==> config.mk <==
export PLATFORM = sky130hd
export DESIGN_NAME = tiny_alu_seq
export DESIGN_NICKNAME = d
export VERILOG_FILES = /design/src/rtl/tiny_alu_pkg.sv /design/src/rtl/tiny_alu_flag16.sv /design/src/rtl/tiny_alu_seq.sv
export SDC_FILE = /design/constraint.sdc
export NUM_CORES = 1
export LEC_CHECK = 0
export BUFFER_PORTS_ARGS = -buffer_cell sky130_fd_sc_hd__buf_2
export CORE_MARGIN = 3
export CORE_UTILIZATION = 43
export CTS_CLUSTER_SIZE = 30
export DETAILED_ROUTE_END_ITERATION = 8
export PLACE_DENSITY = 0.67
export SYNTH_ARGS = -nofsm -noshare
export SYNTH_HDL_FRONTEND = slang
export SYNTH_SLANG_ARGS = --single-unit
export TNS_END_PERCENT = 1
==> constraint.sdc <==
create_clock -name clk_i -period 1.8 [get_ports clk_i]
set_input_delay 0.09 -clock clk_i [delete_from_list [all_inputs] [get_ports clk_i]]
set_output_delay 0.09 -clock clk_i [all_outputs]
set_load 0.005 [all_outputs]
==> src/rtl/tiny_alu_pkg.sv <==
// rtl/tiny_alu_pkg.sv - shared command, ALU op, flag index and state definitions for tiny_alu_seq
package tiny_alu_pkg;

    typedef enum logic [2:0] {
        CMD_ADD8  = 3'b000,
        CMD_SUB8  = 3'b001,
        CMD_AND8  = 3'b010,
        CMD_OR8   = 3'b011,
        CMD_ADD16 = 3'b100,
        CMD_SUB16 = 3'b101,
        CMD_CMP8  = 3'b110,
        CMD_RSVD  = 3'b111
    } cmd_op_e;

    localparam logic [1:0] ALU_ADD = 2'b00;
    localparam logic [1:0] ALU_SUB = 2'b01;
    localparam logic [1:0] ALU_AND = 2'b10;
    localparam logic [1:0] ALU_OR  = 2'b11;

    localparam int FLAG_N = 3;
    localparam int FLAG_Z = 2;
    localparam int FLAG_C = 1;
    localparam int FLAG_O = 0;

    typedef enum logic [2:0] {
        ST_IDLE = 3'd0,
        ST_LO   = 3'd1,
        ST_HI   = 3'd2,
        ST_FIX  = 3'd3,
        ST_RSP  = 3'd4
    } state_e;

    // ALU op used for the LO and HI passes of a command
    function automatic logic [1:0] alu_op_of(input cmd_op_e op);
        case (op)
            CMD_SUB8, CMD_SUB16, CMD_CMP8: alu_op_of = ALU_SUB;
            CMD_AND8:                      alu_op_of = ALU_AND;
            CMD_OR8:                       alu_op_of = ALU_OR;
            default:                       alu_op_of = ALU_ADD;
        endcase
    endfunction

endpackage

==> src/rtl/tiny_alu_flag16.sv <==
// rtl/tiny_alu_flag16.sv - combinational {n,z,c,o} for a 16-bit result assembled from byte passes
module tiny_alu_flag16
    import tiny_alu_pkg::*;
(
    input  logic        a_msb,
    input  logic        b_msb,
    input  logic [15:0] res,
    input  logic        c_hi,
    input  logic        c_fix,
    input  logic        is_sub,
    output logic [3:0]  flags
);

    logic c;
    logic o;

    always_comb begin
        // carry out of the 16-bit op is carry/no-borrow of the high byte and its fix-up combined
        c = is_sub ? (c_hi & c_fix) : (c_hi | c_fix);
        o = is_sub ? ((a_msb != b_msb) && (res[15] != a_msb))
                   : ((a_msb == b_msb) && (res[15] != a_msb));
        flags         = '0;
        flags[FLAG_N] = res[15];
        flags[FLAG_Z] = (res == 16'h0000);
        flags[FLAG_C] = c;
        flags[FLAG_O] = o;
    end

endmodule

==> src/rtl/tiny_alu_seq.sv <==
// rtl/tiny_alu_seq.sv - command sequencer running 8/16-bit ops as 1 or 3 passes of tiny_alu
// Optional TINY_ALU_SEQ_STATS_EN adds op_count_o, a saturating count of completed responses.
module tiny_alu_seq
    import tiny_alu_pkg::*;
(
    input  logic        clk_i,
    input  logic        rst_ni,
    input  logic        cmd_valid_i,
    output logic        cmd_ready_o,
    input  logic [2:0]  cmd_op_i,
    input  logic [15:0] cmd_a_i,
    input  logic [15:0] cmd_b_i,
    output logic        rsp_valid_o,
    input  logic        rsp_ready_i,
    output logic [15:0] rsp_res_o,
    output logic [3:0]  rsp_flags_o,
`ifdef TINY_ALU_SEQ_STATS_EN
    output logic [15:0] op_count_o,
`endif
    output logic [7:0]  alu_a_o,
    output logic [7:0]  alu_b_o,
    output logic [1:0]  alu_op_o,
    input  logic [7:0]  alu_res_i,
    input  logic [3:0]  alu_flags_i
);

    state_e      state_q, state_d;
    cmd_op_e     op_q;
    logic [15:0] a_q, b_q;
    logic [7:0]  lo_q, h_q;
    logic        c_lo_q, c_hi_q;
    logic [15:0] res_q;
    logic [3:0]  flags_q;
    logic [3:0]  flags16;
    logic        is16;
    logic        is_sub16;

    assign is16     = (op_q == CMD_ADD16) || (op_q == CMD_SUB16);
    assign is_sub16 = (op_q == CMD_SUB16);

    tiny_alu_flag16 u_flag16 (
        .a_msb  (a_q[15]),
        .b_msb  (b_q[15]),
        .res    ({alu_res_i, lo_q}),
        .c_hi   (c_hi_q),
        .c_fix  (alu_flags_i[FLAG_C]),
        .is_sub (is_sub16),
        .flags  (flags16)
    );

    always_ff @(posedge clk_i or negedge rst_ni) begin
        if (!rst_ni) begin
            state_q <= ST_IDLE;
        end else begin
            state_q <= state_d;
        end
    end

    always_comb begin
        state_d     = state_q;
        cmd_ready_o = 1'b0;
        rsp_valid_o = 1'b0;
        alu_a_o     = '0;
        alu_b_o     = '0;
        alu_op_o    = ALU_ADD;
        case (state_q)
            ST_IDLE: begin
                cmd_ready_o = 1'b1;
                if (cmd_valid_i) begin
                    state_d = (cmd_op_i == CMD_RSVD) ? ST_RSP : ST_LO;
                end
            end
            ST_LO: begin
                alu_a_o  = a_q[7:0];
                alu_b_o  = b_q[7:0];
                alu_op_o = alu_op_of(op_q);
                state_d  = is16 ? ST_HI : ST_RSP;
            end
            ST_HI: begin
                alu_a_o  = a_q[15:8];
                alu_b_o  = b_q[15:8];
                alu_op_o = alu_op_of(op_q);
                state_d  = ST_FIX;
            end
            ST_FIX: begin
                // fold the low-byte carry (or borrow) into the high byte
                alu_a_o  = h_q;
                alu_b_o  = {7'b0, is_sub16 ? ~c_lo_q : c_lo_q};
                alu_op_o = is_sub16 ? ALU_SUB : ALU_ADD;
                state_d  = ST_RSP;
            end
            ST_RSP: begin
                rsp_valid_o = 1'b1;
                if (rsp_ready_i) begin
                    state_d = ST_IDLE;
                end
            end
            default: state_d = ST_IDLE;
        endcase
    end

    always_ff @(posedge clk_i or negedge rst_ni) begin
        if (!rst_ni) begin
            op_q    <= CMD_ADD8;
            a_q     <= '0;
            b_q     <= '0;
            lo_q    <= '0;
            h_q     <= '0;
            c_lo_q  <= 1'b0;
            c_hi_q  <= 1'b0;
            res_q   <= '0;
            flags_q <= '0;
        end else begin
            case (state_q)
                ST_IDLE: begin
                    if (cmd_valid_i) begin
                        op_q    <= cmd_op_e'(cmd_op_i);
                        a_q     <= cmd_a_i;
                        b_q     <= cmd_b_i;
                        res_q   <= '0;
                        flags_q <= '0;
                    end
                end
                ST_LO: begin
                    if (is16) begin
                        lo_q   <= alu_res_i;
                        c_lo_q <= alu_flags_i[FLAG_C];
                    end else begin
                        res_q   <= (op_q == CMD_CMP8) ? 16'h0000 : {8'h00, alu_res_i};
                        flags_q <= alu_flags_i;
                    end
                end
                ST_HI: begin
                    h_q    <= alu_res_i;
                    c_hi_q <= alu_flags_i[FLAG_C];
                end
                ST_FIX: begin
                    res_q   <= {alu_res_i, lo_q};
                    flags_q <= flags16;
                end
                default: ;
            endcase
        end
    end

    assign rsp_res_o   = (state_q == ST_RSP) ? res_q : 16'h0000;
    assign rsp_flags_o = (state_q == ST_RSP) ? flags_q : 4'h0;

`ifdef TINY_ALU_SEQ_STATS_EN
    logic [15:0] op_count_q;

    always_ff @(posedge clk_i or negedge rst_ni) begin
        if (!rst_ni) begin
            op_count_q <= '0;
        end else if (rsp_valid_o && rsp_ready_i && (op_count_q != 16'hFFFF)) begin
            op_count_q <= op_count_q + 16'd1;
        end
    end

    assign op_count_o = op_count_q;
`endif

endmodule

==> metrics.md, run 1 <==
| Metric | Value |
|---|---|
| Flops & latches, synth | 76 |
| Syn Inst Count | 294 |
| Fin Hold WS | 0.00643 ns |
| Psw | 2.66 mW |
| Hold Path Class | in -> reg |
| Via count | 2850 |
| Cell Count Post-Placement | 479 |
| Leak | 2.37 nW |
| Final WL | around 8.8 mm |
| Arr. time, crit path | 2.09 ns |
| Crit-path max FO | 18 |
| Max H-tree Level | 3 |
| Root Buffer | clkbuf_8 |
| Vias/cell | 5.25 |
| Slew @ Worst Pin | 0.451 ns |
| Post-route setup slack | -0.0526 ns |
| First drt pass iteration count | 4 |
| Starting Density | 45.2% |
| Relative slew margins | 70.0% |
| Die area | 9470 um2 |
| Clock transition at the registers of the reported paths | 0.08 ns |
| RSZ-0062 raised after global routing | yes |
| CTS sink cnt | 76 |
| Synth unique cells | 40 |
| Sequential power share | between 30% and 40% |
| Post-synth top flop | dfrtp_1 |
| Fin. Hold Viols | 0 |
| Largest net degree at the start of global routing | 37 |
| Initial antenna violation count | 0 |
| First-pass GRT wire length | 14.1 mm |
| GRT Util Overall | between 10% and 20% |
| Worst path bufs/invs | 3 |
| Combinational share of power | 44.6% |
| Crit-path cells | buf_4 -> nor4b_4 -> buf_4 -> clkbuf_16 -> mux2_2 |
| Mapped Avg Cell Area | 12.2 um2 |
| Fin cells | around 540 |
| Cell Rows | 32 |
| Largest stage delay on the critical path | between 0.4 and 0.5 ns |
| Synth top area cells | dfrtp_1 53%, mux2_2 19%, a22o_1 3.7% |
| Final period utilization | 103% |
| Gpl congestion | 0.829 |
| Post-synthesis async set-or-reset flop share | 100% |
| # DRC | 0 |
| Num CTS Buffers | 9 |
| Int Power | 4.96 mW |
| Max-cap violations | 0 |
| Power Density | 1540 nW/um2 |
| CTS tree | done |
| Post-Syn Area | ~3600 um2 |
| Total grt overflow | 0 |
| CTS max path bufs | 2 |
| Slowest cell on crit path | dfrtp_2 |
| Die Y | between 90 and 100 um |
| Final nets | 487 |
| IO Pins | 91 |
| Detailed Place HPWL | 5.78 mm |
| Place WS | 0.101 ns |
| Cell class contributing the biggest share of worst-path delay | buffers and inverters |
| Status | finished, violations left |
| Core Box Area | between 7000 and 8000 um2 |
| Die W | 97.3 um |
| Later-pin clock latency in the skew report | approximately 0.35 ns |
| Final antenna-violating net count | 0 |
| CP endpoint kind | flop |
| Starting DRC count in detailed routing | between 90 and 100 |
| EDFF count, synth | 0 |
| Post-Syn Nets | roughly 350 |
| Clock share of power | 15.9% |
| PortBufs | 90 |
| Sw frac | 34.9% |
| Post-route minimum period | 1.85 ns |
| Worst clock skew | between 0.007 and 0.008 ns |
| Number of setup violations in the final report | 31 |
| Ys Warns | 0 |
| N_diodes | 0 |
| Layout cells sized above 1 | 47.4% |
| Seq/Total Area, Yosys | 53.1% |
| Area leader, netlist | dfrtp_1 |
| Startpoint types | flop |
| Drt wl/cell | 16.2 um |
| Fmax | between 0.5 and 0.6 GHz |
| Violated checks | negative setup slack |
| Peak supply drop | 808 uV |
| Top-area cell type share of the netlist area | 53.1% |
| Vias in the first global route | about 2.8k |
| CP required | between 2 and 2.5 ns |
| Critical Path Most Common Cell | buf_4 |
| Max Slew Vio Count | 0 |
| Crit path kind | reg -> reg |
| Layout area overhead | 37.5% |
[cell families after synthesis]
group | Yosys count | synth area share [%]
and+or+nand+nor | 75 | 11.9
muxes | 62 | 19.5
xor gates and xnor gates | 2 | 0.489
buffers and inverters | 25 | 3.94
AOI/OAI and AO/OA | 54 | 11.2
DFF | 76 | 53.1
[per-layer routing]
layer	share of wire, %	GRT usage, %	wire (um)	vias to the layer above
li1	-	-	-	1364
met1	47	25.8	4150	1400
met2	47	28.5	4120	75
met3	5.0	4.45	438	11
met4	1.3	5.11	114	0
met5	0	0	0	-
[layout make-up]
| cell class | count | area, um2 |
|---|---|---|
| repair buffers | 154 | 1090 |
| fillers | 673 | 3000 |
| clock inverters | 6 | 46.3 |
| multi-input cells | 193 | 1620 |
| clock buffers | 10 | 138 |
| inverters | 2 | 7.51 |
| well taps | 102 | 128 |
| flip-flops and latches | 76 | 1910 |
[final timing paths]
| path | startpoint | to | slack (ns) | depth (start not counted) |
|---|---|---|---|---|
| setup / recovery | state_q[2]$_DFFE_PN0P_ | b_q[15]$_DFFE_PN0P_ | -0.05 | 5 |
| hold / removal | cmd_op_i[0] | op_q[0]$_DFFE_PN0P_ | 0.006 | 2 |
| setup reg to reg | state_q[2]$_DFFE_PN0P_ | b_q[15]$_DFFE_PN0P_ | -0.05 | 5 |
| hold reg to reg | flags_q[3]$_DFFE_PN0P_ | flags_q[3]$_DFFE_PN0P_ | 0.49 | 2 |
| max in group asynchronous | rst_ni | res_q[0]$_DFFE_PN0P_ | 1.01 | 3 |
| min in group asynchronous | rst_ni | op_q[2]$_DFFE_PN0P_ | 0.20 | 2 |
[Yosys cell counts, types with 2 or more instances]
| cell type | instances |
|---|---|
| dfrtp_1 | 76 |
| mux2_2 | 62 |
| and3_1 | 20 |
| a22o_1 | 15 |
| a22oi_1 | 14 |
| nand2_1 | 14 |
| nor2_1 | 11 |
| clkbuf_1 | 8 |
| a21oi_1 | 7 |
| buf_4 | 7 |
| buf_2 | 5 |
| o21ai_0 | 5 |
| nand2b_1 | 4 |
| nand3_1 | 4 |
| o21ai_1 | 4 |
| nand3b_1 | 3 |
| nor3_1 | 3 |
| nor3b_1 | 3 |
| a221oi_1 | 2 |
| and2_1 | 2 |
| buf_6 | 2 |
| inv_1 | 2 |
| nand4_1 | 2 |
| nor4_1 | 2 |
| or4_1 | 2 |
[state kept, by name, indices dropped and copies added (netlist names)]
name / cells
a_q: 16
b_q: 16
c_hi_q: 1
c_lo_q: 1
flags_q: 4
h_q: 8
lo_q: 8
op_q: 3
res_q: 16
state_q: 3
[cell usage in the layout, fill, tap and decap left out, drive strengths merged, types with 2 or more instances in the layout]
cell,count
clkbuf,11
mux2,62
nor3b,3
or4,2
and2,2
nand2b,4
a22oi,14
nor3,3
inv,4
and3,20
nand4,2
dfrtp,76
nor4,2
buf,117
dlygate4sd3,36
o21ai,9
a21oi,8
nand3b,3
nor2,11
nand2,14
clkinvlp,2
clkinv,2
nand3,4
a22o,15
a221oi,2
[timing repair]
action                                  4_1_cts  5_1_grt
endpoints found under the setup margin       17       64
buffers inserted                              6        4
gates resized for setup                       9       16
hold endpoints to repair                     60        0
pin swaps                                     1        3
hold buffers                                 36        0
gates cloned                                  1        1
[metrics by stage]
step	instance area, um2	util, %	setup TNS [ns]	total power, mW
after global routing	4930	62.2	-2.51	8.12
after global placement	4200	52.9	0	5.87
after detailed placement	4200	52.9	0	5.97
final	4930	62.2	-1.15	7.62
after floorplan	3580	-	0	5.02
after CTS	4820	60.8	-0.0199	7.39
[power groups by stage]
stage          clock network (mW)  registers [mW]  logic, mW
3_3_place_gp                    0            3.01       2.86
2_1_floorplan                   0            2.83       2.20
3_5_place_dp                    0            3.04       2.93
4_1_cts                      1.24            2.99       3.16
5_1_grt                      1.31            3.12       3.70
6_report                     1.21            3.01       3.39
No activity file was read; power rests on OpenSTA's default activity.
==> run 2: changes to the inputs <==
--- a/config.mk
+++ b/config.mk
@@ -10,7 +10,7 @@
 export CORE_UTILIZATION = 43
 export CTS_CLUSTER_SIZE = 30
 export DETAILED_ROUTE_END_ITERATION = 8
-export PLACE_DENSITY = 0.67
+export PLACE_DENSITY_LB_ADDON = 0.08
 export SYNTH_ARGS = -nofsm -noshare
 export SYNTH_HDL_FRONTEND = slang
 export SYNTH_SLANG_ARGS = --single-unit
==> run 2 against run 1 <==
The flow now finishes without violations. Clock power is 31% higher. Flip-flop and latch count unchanged. Utilization increased by 1.4 points. Die area is the same. Sequential power about the same. Total power increased by 6.0%. Non-clock buffer count grew 5. Clock skew is 0.00094 ns higher. Register-to-register slack better by 0.11 ns. Maximum frequency rose by 5.2%. Final cell count increased by 0.92%. Critical endpoint is now alu_b_o[3]. Largest cell class unchanged.
==> metrics.md, run 2 (synthesis results as in run 1) <==
| Metric | Value |
|---|---|
| Fin. Hold Viols | 0 |
| CP endpoint kind | primary output |
| Fmax | 0.568 GHz |
| First drt pass iteration count | 4 |
| Final WL | 8.72 mm |
| Max H-tree Level | 3 |
| Fillers | 682 |
| Crit-path max FO | 12 |
| Vias/cell | 5.21 |
| Core Box Area | 7930 um2 |
| CTS tree | done |
| Layout area overhead | 40.6% |
| Detailed Place HPWL | ~5.9 mm |
| Num CTS Buffers | 9 |
| Final Util | 63.6% |
| Drt wl/cell | 15.9 um |
| Peak supply drop | 767 uV |
| Gpl congestion | 0.803 |
| Later-pin clock latency in the skew report | between 0.3 and 0.4 ns |
| Most common cell after layout, fill and taps aside | buf_2 |
| # DRC | 0 |
| Power Density | 1600 nW/um2 |
| CTS sink cnt | 76 |
| Die W | between 90 and 100 um |
| Max-cap violations | 0 |
| Crit-path cells | buf_8 -> nor3b_4 -> buf_6 -> buf_4 -> a22o_1 -> buf_2 |
| Largest net degree at the start of global routing | 55 |
| Arr. time, crit path | 1.67 ns |
| PortBufs | 90 |
| Number of setup violations in the final report | 0 |
| Cell Rows | 32 |
| Worst clock skew | 0.00840 ns |
| Most frequent cells in the layout | 89 x buf_2, 71 x dfrtp_1, 62 x mux2_2 |
| GRT Util Overall | 18.4% |
| WL met2 | 4.11 mm |
| Final period utilization | 97.9% |
| Vias in the first global route | 2908 |
| Slew @ Worst Pin | 0.469 ns |
| Status | completed |
| Slowest cell on crit path | dfrtp_2 |
| Relative slew margins | 68.7% |
| Reg-to-reg setup timing slack | 0.06 ns |
| DRT met1 WL | 4.11 mm |
| Via count | 2857 |
| First-pass GRT wire length | 14.2 mm |
| N_diodes | 0 |
| Die area | between 9000 and 10000 um2 |
| Met3 wire len | 426 um |
| Highest metal used | met4 |
| Hold Path Class | in -> reg |
| Total grt overflow | 0 |
| Leak | 2.41 nW |
| IO Pins | ~90 |
| Clock transition at the registers of the reported paths | roughly 0.080 ns |
| CP required | 1.71 ns |
| Largest regs | a_q: 16 flops, b_q: 16 flops, res_q: 16 flops |
| Die Y | 97.3 um |
| Crit path kind | reg -> out |
| Final antenna-violating net count | 0 |
| Fin Hold WS | 0.0154 ns |
| Initial antenna violation count | 0 |
| RSZ-0062 raised after global routing | yes |
| Layout cells sized above 1 | roughly half |
| Root Buffer | clkbuf_8 |
| Starting Density | 45.2% |
| Final nets | between 400 and 500 |
| Starting DRC count in detailed routing | 97 |
| Max Slew Vio Count | 0 |
| Largest stage delay on the critical path | 0.45 ns |
| CTS max path bufs | 2 |
| Startpoint types | flop |
| Post-route minimum period | 1.76 ns |
run 2: changes by cell type in the layout (fill, tap and decap cells not counted), moves of 2 or more:
cell,before,now
a22oi_1,14,10
a22oi_2,0,4
buf_4,20,25
buf_8,1,3
bufinv_16,0,3
dlygate4sd3_1,36,34
mux2_2,53,62
mux2_4,9,0
run 2: what timing repair did:
| item | 4_1_cts | 5_1_grt |
|---|---|---|
| pin swaps | 1 | 6 |
| endpoints found under the setup margin | 38 | 34 |
| gates resized for setup | 16 | 12 |
| setup buffers | 10 | 5 |
| gates cloned | 0 | 0 |
| hold buffers | 34 | 0 |
| hold endpoints to repair | 55 | 0 |
run 2: final timing paths:
| check | from | end | cells past startpoint |
|---|---|---|---|
| max in group asynchronous | rst_ni | state_q[1]$_DFFE_PN0P_ | 3 |
| min in group asynchronous | rst_ni | op_q[2]$_DFFE_PN0P_ | 2 |
| worst min-delay path | cmd_op_i[1] | op_q[1]$_DFFE_PN0P_ | 2 |
| worst min register to register | flags_q[3]$_DFFE_PN0P_ | flags_q[3]$_DFFE_PN0P_ | 2 |
| worst max-delay path | state_q[1]$_DFFE_PN0P_ | alu_b_o[3] | 6 |
| worst max register to register | state_q[0]$_DFFE_PN0P_ | res_q[3]$_DFFE_PN0P_ | 7 |
run 2: per-layer routing:
metal / vias up / global-route usage [%]
met5: - / 0
met4: 0 / 5.11
met3: 7 / 3.23
met2: 94 / 30.2
met1: 1377 / 25.3
li1: 1379 / -
run 2: worst max-delay path: cells and delay by family, from the launching register on:
family / cells / cell delay, ns
and+or+nand+nor: 1 / 0.15
AOI/OAI and AO/OA: 1 / 0.18
buffers and inverters: 4 / 0.55
DFF: 1 / 0.45
run 2: layout make-up:
cell class              count  area [um2]  share of cell area, %
clock buffers               9         124                   2.46
clock inverters             7         124                   2.46
inverters                   2        7.51                  0.149
multi-input cells         193        1610                   32.0
flip-flops and latches     76        1910                   37.9
well taps                 102         128                   2.53
repair buffers            159        1130                   22.5
run 2: where the power goes:
part	internal [mW]	total, mW	switching [mW]
registers	2.50	3.04	0.548
clock network	0.931	1.59	0.663
logic	1.96	3.44	1.48
run 2: stage by stage:
stage | power, mW | std cells | instance area (um2) | setup slack [ns] | setup TNS [ns]
after floorplan | 5.02 | 294 | 3580 | 0.209 | 0
after global placement | 5.98 | 483 | 4240 | 0.0936 | 0
final | 8.07 | 548 | 5040 | 0.0386 | 0
after detailed placement | 6.06 | 483 | 4240 | 0.0429 | 0
after CTS | 7.96 | 543 | 4960 | -0.00311 | -0.00598
after global routing | 8.61 | 548 | 5040 | -0.0595 | -0.336
==> run 3: changes to the inputs <==
--- a/config.mk
+++ b/config.mk
@@ -6,11 +6,11 @@
 export NUM_CORES = 1
 export LEC_CHECK = 0
 export BUFFER_PORTS_ARGS = -buffer_cell sky130_fd_sc_hd__buf_2
-export CORE_MARGIN = 3
+export CORE_MARGIN = 5
 export CORE_UTILIZATION = 43
 export CTS_CLUSTER_SIZE = 30
 export DETAILED_ROUTE_END_ITERATION = 8
-export PLACE_DENSITY_LB_ADDON = 0.08
+export PLACE_DENSITY = 0.67
 export SYNTH_ARGS = -nofsm -noshare
 export SYNTH_HDL_FRONTEND = slang
 export SYNTH_SLANG_ARGS = --single-unit
==> run 3 against run 2 <==
Total power is 5.4% lower. Utilization is 3.8 points lower. Maximum frequency is 0.28% higher. Critical endpoint is now alu_a_o[7]. Cell area is 3.0% lower. Clock power is 12% lower. Sequential power hardly changed. Flip-flop and latch count stayed put. Sequential share of layout area is 1.2 points higher. Critical path depth stayed put. Non-clock buffer count is 10 lower.
==> metrics.md, run 3 (synthesis results as in run 1) <==
| Metric | Value |
|---|---|
| Status | completed |
| # DRC | 0 |
| CTS tree | done |
| Final antenna-violating net count | 0 |
| Hold Path Class | in -> reg |
| CP endpoint kind | primary output |
| Power Density | between 1500 and 2000 nW/um2 |
| Max Slew Vio Count | 0 |
| RSZ-0062 raised after global routing | yes |
| Max-cap violations | 0 |
| Largest stage delay on the critical path | 0.48 ns |
| Critical path depth | 6 |
| Post-route minimum period | 1.76 ns |
| Total grt overflow | 0 |
| Slowest cell on crit path | dfrtp_2 |
| Fillers | 673 |
| Num CTS Buffers | 9 |
| Later-pin clock latency in the skew report | 0.35 ns |
| TNS Setup | 0 ns |
| Vias in the first global route | approximately 2.9k |
| Worst path bufs/invs | 3 |
| Clock transition at the registers of the reported paths | around 0.080 ns |
| Worst R2R End | res_q[13]$_DFFE_PN0P_ |
| Area occupied by multi-input gates | around 1600 um2 |
| Relative slew margins | 66.4% |
| Worst r2r src | state_q[1]$_DFFE_PN0P_ |
| Crit-path cells | buf_12 -> nor2b_1 -> buf_4 -> a22oi_1 -> nor2_1 -> buf_2 |
| Layout area overhead | 36.3% |
| Initial antenna violation count | 0 |
| IO Pins | between 90 and 100 |
| Reg-to-reg setup timing slack | about 0.12 ns |
| Starting DRC count in detailed routing | 75 |
| Die area | 10300 um2 |
| GRT Util Overall | 17.6% |
| CTS max path bufs | 2 |
| Gpl congestion | between 0.8 and 0.9 |
| Largest net degree at the start of global routing | 40 |
| Die W | 101 um |
| Root Buffer | clkbuf_8 |
| Cell Count Post-Placement | 487 |
| Final period utilization | 97.6% |
| Starting Density | approximately 44% |
| First drt pass iteration count | 4 |
| Most frequent cells in the layout | 89 x buf_2, 72 x dfrtp_1, 62 x mux2_2 |
| Most common cell after layout, fill and taps aside | buf_2 |
| First-pass GRT wire length | 14.5 mm |
| Layout cells sized above 1 | 46.7% |
| Number of setup violations in the final report | 0 |
| Peak supply drop | ~830 uV |
| Fin cells | 540 |
| Die Y | roughly 100 um |
| Startpoint types | flop |
| Vias/cell | 5.30 |
| N_diodes | 0 |
| CP required | 1.71 ns |
| Fmax | roughly 0.57 GHz |
| Cell class contributing the biggest share of worst-path delay | flip-flops |
| Worst clock skew | around 0.011 ns |
| Largest regs | a_q: 16 flops, b_q: 16 flops, res_q: 16 flops |
| Critical path origin | state_q[0]$_DFFE_PN0P_ |
| CTS sink cnt | 76 |
| Final WL | 8.65 mm |
| Reg area | 1910 um2 |
| Detailed Place HPWL | 6.17 mm |
| Core Box Area | a little over 8000 um2 |
| Arr. time, crit path | 1.67 ns |
| Crit-path max FO | 12 |
| Slew @ Worst Pin | roughly 0.50 ns |
| Max H-tree Level | 3 |
| Cell Rows | 33 |
| Final nets | 482 |
| Via count | 2862 |
| Drt wl/cell | 16.0 um |
| R2R cell count | 5 |
| Fin. Hold Viols | 0 |
| Leak | 2.32 nW |
| CP Capture Point | alu_a_o[7] |
| PortBufs | 90 |
| Crit path kind | reg -> out |
[run 3: layer usage]
layer	GRT usage [%]	vias up	wire length, um
met5	0	-	0
met4	3.07	0	64
met3	5.30	8	656
met2	26.8	95	3950
met1	25.1	1395	3980
li1	-	1364	-
[run 3: worst min path at each step]
| stage | start | cells after the start | slack, ns | end |
|---|---|---|---|---|
| after global placement | rst_ni | 1 | 0.09 | op_q[2]$_DFFE_PN0P_ |
| after floorplan | rst_ni | 0 | -0.21 | a_q[0]$_DFFE_PN0P_ |
| after detailed placement | rst_ni | 1 | 0.09 | op_q[2]$_DFFE_PN0P_ |
| after CTS | cmd_op_i[2] | 2 | 0.003 | op_q[2]$_DFFE_PN0P_ |
| after global routing | cmd_op_i[2] | 2 | 0.02 | op_q[2]$_DFFE_PN0P_ |
| final | cmd_op_i[2] | 2 | 0.02 | op_q[2]$_DFFE_PN0P_ |
[run 3: what timing repair did]
action                                  CTS  global route
pin swaps                                 0             2
endpoints found under the setup margin   16            36
setup buffers                             2             0
cloned                                    0             0
hold buffers                             36             0
hold endpoints to repair                 72             0
gates resized for setup                   9            12
[run 3: cell type report]
type                            instances  share of cell area, %
Inverter                                2                  0.154
Multi-Input combinational cell        193                   32.5
Clock inverter                          6                   1.82
Tap cell                              105                   2.69
Sequential cell                        76                   39.0
Clock buffer                            9                   2.53
Timing Repair Buffer                  149                   21.3
[run 3: through the flow]
stage,power [mW],hold WS (ns),area [um2],utilization (%),setup slack (ns)
after floorplan,5.02,-0.206,3580,-,0.209
after global placement,5.94,0.0910,4220,51.6,0.174
after detailed placement,6.04,0.0920,4220,51.6,0.125
after CTS,7.60,0.00297,4840,59.2,-0.00283
after global routing,8.17,0.0227,4890,59.8,-0.0414
final,7.64,0.0154,4890,59.8,0.0435
[run 3: report_power, final]
group          switching (mW)  internal [mW]
clock network           0.623          0.775
registers               0.545           2.50
logic                    1.40           1.80
total                    2.57           5.07
